**src/rtl/viterbi_ctrl_if.sv**
```systemverilog
// Frame-bus handshake between the upstream frame source and the Viterbi sequencer.
// The source drives frame_valid; the sequencer answers with frame_ready.
interface viterbi_ctrl_if;
    logic frame_valid;
    logic frame_ready;

    modport master (output frame_valid, input frame_ready);
    modport slave  (input frame_valid, output frame_ready);
endinterface

```
**src/rtl/viterbi_ctrl.sv**
```systemverilog
// Viterbi decoder sequencer: accepts frames, issues slice beats per code rate,
// pipelines BM/ACS enables, runs traceback and signals completion. PIPE_LAT >= 2.
module viterbi_ctrl #(
    parameter int FRAME_W  = 24,
    parameter int PIPE_LAT = 2,
    parameter int CNT_W    = 16
) (
    input  logic             clk,
    input  logic             rst,
    input  logic             i_start,
    input  logic             i_code_rate,
    input  logic [CNT_W-1:0] i_num_frames,
    viterbi_ctrl_if.slave    frame_bus,
    output logic             o_en_s,
    output logic [3:0]       o_beat,
    output logic             o_en_bm,
    output logic             o_en_acs,
    output logic             o_en_tb,
    input  logic             i_tb_done,
    output logic             o_rate,
    output logic             o_ood,
    output logic             o_busy,
    output logic             o_done,
    output logic [CNT_W-1:0] o_sym_cnt
);

    typedef enum logic [2:0] {
        ST_IDLE  = 3'd0,
        ST_WAIT  = 3'd1,
        ST_SLICE = 3'd2,
        ST_FLUSH = 3'd3,
        ST_TB    = 3'd4,
        ST_DONE  = 3'd5
    } state_t;

    localparam int               FL_W       = $clog2(PIPE_LAT + 1);
    localparam logic [3:0]       LAST_R2    = 4'(FRAME_W / 4 - 1);
    localparam logic [3:0]       LAST_R3    = 4'(FRAME_W / 6 - 1);
    localparam logic [FL_W-1:0]  FLUSH_LAST = FL_W'(PIPE_LAT - 1);
    localparam logic [CNT_W-1:0] ONE_FRAME  = CNT_W'(1);

    function automatic logic [CNT_W-1:0] sat_inc(input logic [CNT_W-1:0] v);
        return (&v) ? v : v + CNT_W'(1);
    endfunction

    state_t             state_r, state_nx;
    logic               rate_r, rate_nx;
    logic [CNT_W-1:0]   frames_r, frames_nx;
    logic [CNT_W-1:0]   sym_r, sym_nx;
    logic [3:0]         beat_r, beat_nx;
    logic [FL_W-1:0]    flush_r, flush_nx;
    logic [3:0]         beat_last_s;
    logic               last_beat_s;
    logic               en_s_r, en_s_nx;
    logic               ready_r, ready_nx;
    logic               en_tb_r, en_tb_nx;
    logic               busy_r, busy_nx;
    logic               done_r, done_nx;
    logic               ood_r, ood_nx;
    logic [PIPE_LAT-1:0] dly_r;

    // State register
    always_ff @(posedge clk) begin
        if (rst) begin
            state_r <= ST_IDLE;
        end else begin
            state_r <= state_nx;
        end
    end

    // Next-state decode
    always_comb begin
        state_nx    = state_r;
        beat_last_s = rate_r ? LAST_R3 : LAST_R2;
        last_beat_s = (beat_r == beat_last_s);
        case (state_r)
            ST_IDLE: begin
                if (i_start) begin
                    state_nx = (i_num_frames == {CNT_W{1'b0}}) ? ST_DONE : ST_WAIT;
                end else begin
                    state_nx = ST_IDLE;
                end
            end
            ST_WAIT: begin
                if (frame_bus.frame_valid && ready_r) begin
                    state_nx = ST_SLICE;
                end else begin
                    state_nx = ST_WAIT;
                end
            end
            ST_SLICE: begin
                if (last_beat_s) begin
                    state_nx = (frames_r == ONE_FRAME) ? ST_FLUSH : ST_WAIT;
                end else begin
                    state_nx = ST_SLICE;
                end
            end
            ST_FLUSH: begin
                if (flush_r == FLUSH_LAST) begin
                    state_nx = ST_TB;
                end else begin
                    state_nx = ST_FLUSH;
                end
            end
            ST_TB: begin
                if (i_tb_done) begin
                    state_nx = ST_DONE;
                end else begin
                    state_nx = ST_TB;
                end
            end
            ST_DONE: state_nx = ST_IDLE;
            default: state_nx = ST_IDLE;
        endcase
    end

    // Next values of job registers and outputs, aligned to the state being entered
    always_comb begin
        rate_nx   = rate_r;
        frames_nx = frames_r;
        sym_nx    = sym_r;
        if (state_r == ST_IDLE && i_start) begin
            rate_nx   = i_code_rate;
            frames_nx = i_num_frames;
            sym_nx    = {CNT_W{1'b0}};
        end else begin
            if (state_r == ST_SLICE && last_beat_s) begin
                frames_nx = frames_r - ONE_FRAME;
            end else begin
                frames_nx = frames_r;
            end
            if (state_nx == ST_SLICE) begin
                sym_nx = sat_inc(sym_r);
            end else begin
                sym_nx = sym_r;
            end
        end
        if (state_nx == ST_SLICE && state_r == ST_SLICE) begin
            beat_nx = beat_r + 4'd1;
        end else begin
            beat_nx = 4'd0;
        end
        if (state_nx == ST_FLUSH && state_r == ST_FLUSH) begin
            flush_nx = flush_r + FL_W'(1);
        end else begin
            flush_nx = {FL_W{1'b0}};
        end
        en_s_nx  = (state_nx == ST_SLICE);
        ready_nx = (state_nx == ST_WAIT);
        en_tb_nx = (state_nx == ST_TB);
        busy_nx  = (state_nx != ST_IDLE);
        done_nx  = (state_nx == ST_DONE);
        ood_nx   = en_s_nx && (beat_nx == beat_last_s) && (frames_nx == ONE_FRAME);
    end

    // Job registers and registered outputs
    always_ff @(posedge clk) begin
        if (rst) begin
            rate_r   <= 1'b0;
            frames_r <= {CNT_W{1'b0}};
            sym_r    <= {CNT_W{1'b0}};
            beat_r   <= 4'd0;
            flush_r  <= {FL_W{1'b0}};
            en_s_r   <= 1'b0;
            ready_r  <= 1'b0;
            en_tb_r  <= 1'b0;
            busy_r   <= 1'b0;
            done_r   <= 1'b0;
            ood_r    <= 1'b0;
        end else begin
            rate_r   <= rate_nx;
            frames_r <= frames_nx;
            sym_r    <= sym_nx;
            beat_r   <= beat_nx;
            flush_r  <= flush_nx;
            en_s_r   <= en_s_nx;
            ready_r  <= ready_nx;
            en_tb_r  <= en_tb_nx;
            busy_r   <= busy_nx;
            done_r   <= done_nx;
            ood_r    <= ood_nx;
        end
    end

    // Slice-enable delay line feeding BM and ACS; only reset clears it
    always_ff @(posedge clk) begin
        if (rst) begin
            dly_r <= {PIPE_LAT{1'b0}};
        end else begin
            dly_r <= {dly_r[PIPE_LAT-2:0], en_s_r};
        end
    end

    assign frame_bus.frame_ready = ready_r;
    assign o_en_s    = en_s_r;
    assign o_beat    = beat_r;
    assign o_en_bm   = dly_r[0];
    assign o_en_acs  = dly_r[PIPE_LAT-1];
    assign o_en_tb   = en_tb_r;
    assign o_rate    = rate_r;
    assign o_ood     = ood_r;
    assign o_busy    = busy_r;
    assign o_done    = done_r;
    assign o_sym_cnt = sym_r;

endmodule

```
**src/flat_wrapper.sv**
```systemverilog
// flat-port wrapper written by rule: the top's interface ports become plain ports
module viterbi_ctrl_flat 
#(
    parameter int FRAME_W  = 24,
    parameter int PIPE_LAT = 2,
    parameter int CNT_W    = 16
)
  (clk, rst, i_start, i_code_rate, i_num_frames, o_en_s, o_beat, o_en_bm, o_en_acs, o_en_tb, i_tb_done, o_rate, o_ood, o_busy, o_done, o_sym_cnt, frame_bus_frame_valid, frame_bus_frame_ready);
  viterbi_ctrl_if frame_bus_i ();
  input  logic clk;
  input  logic rst;
  input  logic i_start;
  input  logic i_code_rate;
  input  logic [CNT_W-1:0] i_num_frames;
  output logic o_en_s;
  output logic [3:0] o_beat;
  output logic o_en_bm;
  output logic o_en_acs;
  output logic o_en_tb;
  input  logic i_tb_done;
  output logic o_rate;
  output logic o_ood;
  output logic o_busy;
  output logic o_done;
  output logic [CNT_W-1:0] o_sym_cnt;
  input wire logic [$bits(frame_bus_i.frame_valid)-1:0] frame_bus_frame_valid;
  output wire logic [$bits(frame_bus_i.frame_ready)-1:0] frame_bus_frame_ready;
  assign frame_bus_i.frame_valid = frame_bus_frame_valid;
  assign frame_bus_frame_ready = frame_bus_i.frame_ready;
  viterbi_ctrl #(.FRAME_W(FRAME_W), .PIPE_LAT(PIPE_LAT), .CNT_W(CNT_W)) u_core (.clk(clk), .rst(rst), .i_start(i_start), .i_code_rate(i_code_rate), .i_num_frames(i_num_frames), .frame_bus(frame_bus_i), .o_en_s(o_en_s), .o_beat(o_beat), .o_en_bm(o_en_bm), .o_en_acs(o_en_acs), .o_en_tb(o_en_tb), .i_tb_done(i_tb_done), .o_rate(o_rate), .o_ood(o_ood), .o_busy(o_busy), .o_done(o_done), .o_sym_cnt(o_sym_cnt));
endmodule
```
**config.mk**
```make
export PLATFORM = sky130hd
export DESIGN_NAME = viterbi_ctrl_flat
export DESIGN_NICKNAME = d
export VERILOG_FILES = /design/src/rtl/viterbi_ctrl_if.sv /design/src/rtl/viterbi_ctrl.sv /design/src/flat_wrapper.sv
export SDC_FILE = /design/constraint.sdc
export NUM_CORES = 1
export LEC_CHECK = 0
export ABC_AREA = 1
export BUFFER_PORTS_ARGS = -buffer_cell sky130_fd_sc_hd__buf_2
export CORE_ASPECT_RATIO = 2
export CORE_MARGIN = 4
export CORE_UTILIZATION = 60
export DETAILED_ROUTE_END_ITERATION = 10
export HOLD_SLACK_MARGIN = 0.02
export PLACE_DENSITY = 0.93
export RECOVER_POWER = 50
export SYNTH_ARGS = -nofsm -noshare
export SYNTH_HDL_FRONTEND = slang
export SYNTH_SLANG_ARGS = --single-unit
```
**constraint.sdc**
```tcl
create_clock -name clk -period 3.8 [get_ports clk]
set_input_delay 0.57 -clock clk [delete_from_list [all_inputs] [get_ports clk]]
set_output_delay 0.57 -clock clk [all_outputs]
set_load 0.005 [all_outputs]
```
Yosys cells after proc, flatten, opt, wreduce, memory -nomap -nowiden --
Cells that the tools add are included.
Word-level totals: register bits after elaboration 50, input port bits 22, word-level logic and storage cells 59
Cells by class: add/subtract/negate cells 4, eq/ne operators 14, multiplexer cells 12, bitwise gates (word level) 2, reduce and logical (&&, ||, !) cells 14
Operators by type and width (number):
- 16-bit by 1-bit equality test with 1-bit output, second input constant | 2
- 16-bit 2-to-1 mux | 2
- 16-bit by 1-bit adder with 16-bit output, second input constant | 1
- 16-bit logical NOT | 1
- 16-bit AND reduction | 1
- 16-bit by 1-bit subtractor with 16-bit output, second input constant | 1
- 3-bit 2-to-1 mux | 5
- 3-bit one-hot mux with 5 select lines | 1
- 3-bit by 2-bit equality test with 1-bit output, second input constant | 4
- 3-bit equality test, second input constant | 3
- 4-bit equality test | 2
- 1-bit logical AND | 7
- 3-bit by 1-bit equality test with 1-bit output, second input constant | 2
- 4-bit by 1-bit adder with 4-bit output, second input constant | 1
- 2-bit 2-to-1 mux | 2
- 4-bit 2-to-1 mux | 1
- 2-bit OR reduction | 2
- 3-bit logical NOT | 1
- 3-bit nonzero test | 1
- 2-bit by 1-bit adder with 2-bit output, second input constant | 1
- 2-bit by 1-bit equality test with 1-bit output, second input constant | 1
- 1-bit NOT | 2
- 2-bit AND reduction | 1
- 1-bit 2-to-1 mux | 1

Longest topological paths before layout --
depth after elaboration 10, depth in mapped cells 15

Worst setup path after synthesis --
No wires, ideal clock.
path type input -> register, start point input i_tb_done, end point register u_core.sym_r[8], in the netlist u_core.o_sym_cnt[8], setup time 115 ps, arrival 1604 ps, required time 3685 ps, setup slack 2081 ps, stages on the path 12, path buffers 1, path through nand2_1 > nor3_1 > nor2_2 > nand3_2 > nor2_4 > nand2_2 > inv_2 > nand2_4 > buf_4 > nor2_1 > a21oi_1 > o21a_1
Between the ends: word-level cells in the longest chain between the ends 4
Ends and longest elaborated chain:
- start, declared | line flat_wrapper.sv:20 | input logic i_tb_done;
- 1-bit 2-to-1 mux | line viterbi_ctrl.sv:106 | if (i_tb_done) begin
- 3-bit one-hot mux with 5 select lines | line viterbi_ctrl.sv:76 | case (state_r)
- 3-bit by 2-bit equality test with 1-bit output | line viterbi_ctrl.sv:132 | if (state_nx == ST_SLICE) begin
- 2-bit AND reduction (no line)
- end signal, assigned | line viterbi_ctrl.sv:161 | sym_r <= {CNT_W{1'b0}};
- end signal, assigned | line viterbi_ctrl.sv:173 | sym_r <= sym_nx;
- end, declared | line viterbi_ctrl.sv:49 | logic [CNT_W-1:0] sym_r, sym_nx;
Every way passes these cells. A chain may end at the register's enable or synchronous reset.

Final worst setup path --
start point register u_core.state_r[0], end point register u_core.sym_r[5], in the netlist u_core.o_sym_cnt[5]
Between the ends: word-level cells in the longest chain between the ends 4, elaborated cells on any way between the ends 10
Ends and longest elaborated chain:
- start, declared | line viterbi_ctrl.sv:46 | state_t state_r, state_nx;
- start signal, assigned | line viterbi_ctrl.sv:67 | state_r <= state_nx;
- 3-bit equality test, or another cell as far along | line viterbi_ctrl.sv:76
- 3-bit one-hot mux with 5 select lines | line viterbi_ctrl.sv:76
- 3-bit by 2-bit equality test with 1-bit output | line viterbi_ctrl.sv:132
- 2-bit AND reduction (no line)
Several ways; a longest one is shown, not always the timed one.

==> results list <==
- In this run the cell area measured after placement is roughly 3000 sq um.
- Port Buf Inserts: 50
* Clock transition time at the flip-flop clock pins of the worst setup and hold paths: ~100 ps
- Number of buffers added to fix hold violations after cts: 0
- Half-perimeter wire length of the detailed placement result: approximately 6 mm
- Top-level I/O count: between 50 and 60
- Wire length after detailed routing: a little under 8 mm
* Fraction of layout instances using a drive strength above 1: 0.120
- Share of the cycle needed by the critical path after routing: 0.696
- Net switching power of the design: about 0.35 mW
* # clock sinks: 50
* Final routed wire length divided by cell count: roughly 14 um
- Setup violators final: 0
* Top cell type by total area after synthesis: dfxtp_1
- Counting distinct cell types in the post-synthesis netlist gives 35.
* Total power per unit cell area: about 350 nW/um^2
- Walking the worst path, the cells encountered are nor2_1, nand3_1, nand3_1, nor2_4, nand2_2, inv_2, nand2_4, clkinv_2, nand2_2, o21ai_0, a21oi_1.
* Async set-reset flop share out of synthesis: 0
- TritonCTS built the clock tree.
- Via count of the first global-routing pass: slightly below 3000
- For this configuration, the core starts out at a cell density of 0.616.
- Hold path startpoint: u_core.dly_r[0]$_SDFF_PP0_
* Detailed Routing Iterations Pass 1: 5
* Minimum period implied by the final worst setup slack: approximately 2600 ps
- Of the total power, registers draw 0.519.
- The detail route stage leaves a number of antenna-violating nets equal to 0.
- The most critical setup path has its startpoint at u_core.state_r[0]$_SDFF_PP0_.
- The internal portion of the total power is ~0.74 mW.
* Worst VDD drop: about 0.31 mV
- Of the total power, the share spent switching nets is 0.320.
* Final worst clock skew: just over 9 ps
* Total chip power: approximately 1.1 mW
- Endpoint kind of the worst setup timing path: register
* Seq/Total Area, Yosys: 0.357
- Setup_tns: 0 ps
* Number of DRC violations after detailed-routing iteration 0: approximately 140
- Detailed-route vias per instance: ~5.7
- The net count of the finished layout is roughly 500.
- Post-Synthesis Cells: roughly 440
* CP Launch Type: register
* Final hold slack: around 430 ps
* Top post-synthesis cells by count: 115 x nand2_1, 70 x nor2_1, 50 x dfxtp_1
- Post-cts resize count: 0
* Slew @ Worst Pin: about 1400 ps
- Wire length of the first global-routing pass: about 13 mm
- The filler cells instantiated in the layout total ~420.
* Tightest Hold Check Type: register to register
* Number of antenna violations at the first check in global routing: 0
* Clock Path Buffers: 2
- Inserted Clock Buffers: 5
- The share of synthesized area in the top cell type comes to 0.357.
- The worst pin sits at a relative slew slack of 0.0513.
- At the worst endpoint, the required time is around 4000 ps.
- The die is 56.4 um wide.
- Count of maximum capacitance violations: 0
* Residual overflow from global routing: 0
* Worst reg2reg startpoint: u_core.state_r[0]$_SDFF_PP0_
- The count of pins over their slew limit is 0.
- Source-to-sink clock delay at the later pin of the worst-skew pair: ~310 ps
- Maximum number of pins on one net before global-route repair: 32
- The final route contains slightly above 3000 vias.
- nand2_1 is the most common cell in the netlist.
- Yosys printed 0 warnings.
- Die area: between 5000 and 6000 sq um
* Primary flip-flop cell chosen by synthesis mapping: dfxtp_1
* Number of setup buffers added after CTS: 0
* Routability congestion estimate from global placement: 0.905
- STA puts the critical path data arrival time at between 2000 and 3000 ps.
* Worst Setup Path Type: register to register
- For this design the static power due to leakage is about 1.4 nW.
- Root Buffer: clkbuf_8
- Crit-path slowest cell: nand3_1
- The area growth from synthesis to layout is 11.5%.
- Max Fclk: 378 MHz
* Final Instance Area: about 3100 sq um
- The run finished with clean final reports.
- Row Count: 35
* Top cells by area, synth: dfxtp_1 36%, nand2_1 15%, nor2_1 9.4%
- The H-tree was split into 2 levels.
* Final Hold Fails: 0
- In the routed design, unresolved DRC markers number 0.
* Max stage delay on crit path: 750 ps
* Clock network fraction of design power: 0.287
- Area of the mapped netlist: around 2800 sq um
* Yosys reg bits: 50
* Floorplan die height: 105 um
- In this run the worst path has a maximum fanout of 28.
* Overall track demand over capacity in global routing: 0.265
- Total nets after synthesis: ~460
- Avg Cell Area, Syn: around 6.5 sq um
* Final Core Density: 0.687
* Share of total power in combinational logic: 0.194
* Number of synthesized flops with an enable pin: 0
- Core outline area: 4550 sq um
* Setup repair after global routing missed its margin: false
* Antenna diodes: 0
==> power groups by stage <==
stage	clock [mW]	combinational (mW)	sequential, mW
after global routing	0.335	0.239	0.569
after floorplan	0	0.151	0.572
after detailed placement	0	0.208	0.577
final	0.313	0.211	0.565
after global placement	0	0.204	0.576
after CTS	0.311	0.210	0.565
==> cell type report <==
type / instances / area (sq um) / share of cell area
flip-flops and latches: 50 / 1000 / 0.320
multi-input cells: 322 / 1540 / 0.492
inverters: 55 / 208 / 0.0664
clock inverters: 2 / 15.0 / 0.00480
repair buffers: 50 / 229 / 0.0732
clock buffers: 5 / 68.8 / 0.0220
well taps: 55 / 68.8 / 0.0220
==> metrics by stage <==
step	setup WS, ps	instances
2_1_floorplan	2080	435
6_report	1160	539
3_3_place_gp	1620	532
5_1_grt	934	539
3_5_place_dp	1580	532
4_1_cts	1610	539
==> cell usage in the layout, fill, tap and decap left out, types with 2 or more instances in the layout <==
cell type and n:
or2_2 2, nand2_1 115, ha_1 5, buf_2 33
clkbuf_1 16, nor2_2 2, clkbuf_8 5, o21ai_0 12
nand2_2 3, o211ai_1 3, clkinvlp_4 2, nand3_1 37
nor4_1 5, inv_2 6, o21a_1 3, xor2_1 9
a31oi_1 2, nor3_1 14, inv_1 48, nor2_1 70
dfxtp_1 50, a21oi_1 26, nand4_1 4
==> path summary, 6_finish.rpt <==
check             depth (start not counted)                          endpoint  slack, ps
setup / recovery                         11  u_core.o_sym_cnt[5]$_SDFFE_PP0P_       1160
hold / removal                            2        u_core.dly_r[1]$_SDFF_PP0_        430
setup reg to reg                         11  u_core.o_sym_cnt[5]$_SDFFE_PP0P_       1160
hold reg to reg                           2        u_core.dly_r[1]$_SDFF_PP0_        430
==> cells by family (layout without fill, tap and decap cells) <==
kind of cell | Yosys count | count (layout) | synth area share
flip-flops | 50 | 50 | 0.357
adder cells (fa/ha/maj) | 5 | 5 | 0.0223
AND/OR/NAND/NOR | 259 | 259 | 0.406
buffers and inverters | 63 | 112 | 0.0914
AO/OA/AOI/OAI | 48 | 48 | 0.0927
XOR/XNOR | 10 | 10 | 0.0312
==> metal layers <==
layer / track usage / share of wire / up-vias
met5: 0 / 0 / -
met2: 0.493 / 0.54 / 145
li1: - / - / 1490
met1: 0.246 / 0.34 / 1371
met4: 0.185 / 0.063 / 0
met3: 0.0494 / 0.059 / 49
==> critical path, delay by kind of cell, from the launching register on <==
kind                   cells  cell delay (ps)
buffers and inverters      2              180
and+or+nand+nor            7             1800
DFF                        1              390
AOI/OAI and AO/OA          2              220
==> flip-flops by register name, indices dropped and copies added (netlist names) <==
register / flops
u_core.flush_r: 2
u_core.o_rate: 1
u_core.o_done: 1
u_core.dly_r: 2
u_core.o_en_tb: 1
u_core.o_ood: 1
u_core.o_en_s: 1
u_core.frame_bus.frame_ready: 1
u_core.o_busy: 1
u_core.o_beat: 4
u_core.state_r: 3
u_core.o_sym_cnt: 16
u_core.frames_r: 16
Power figures use the tool's default switching activity.
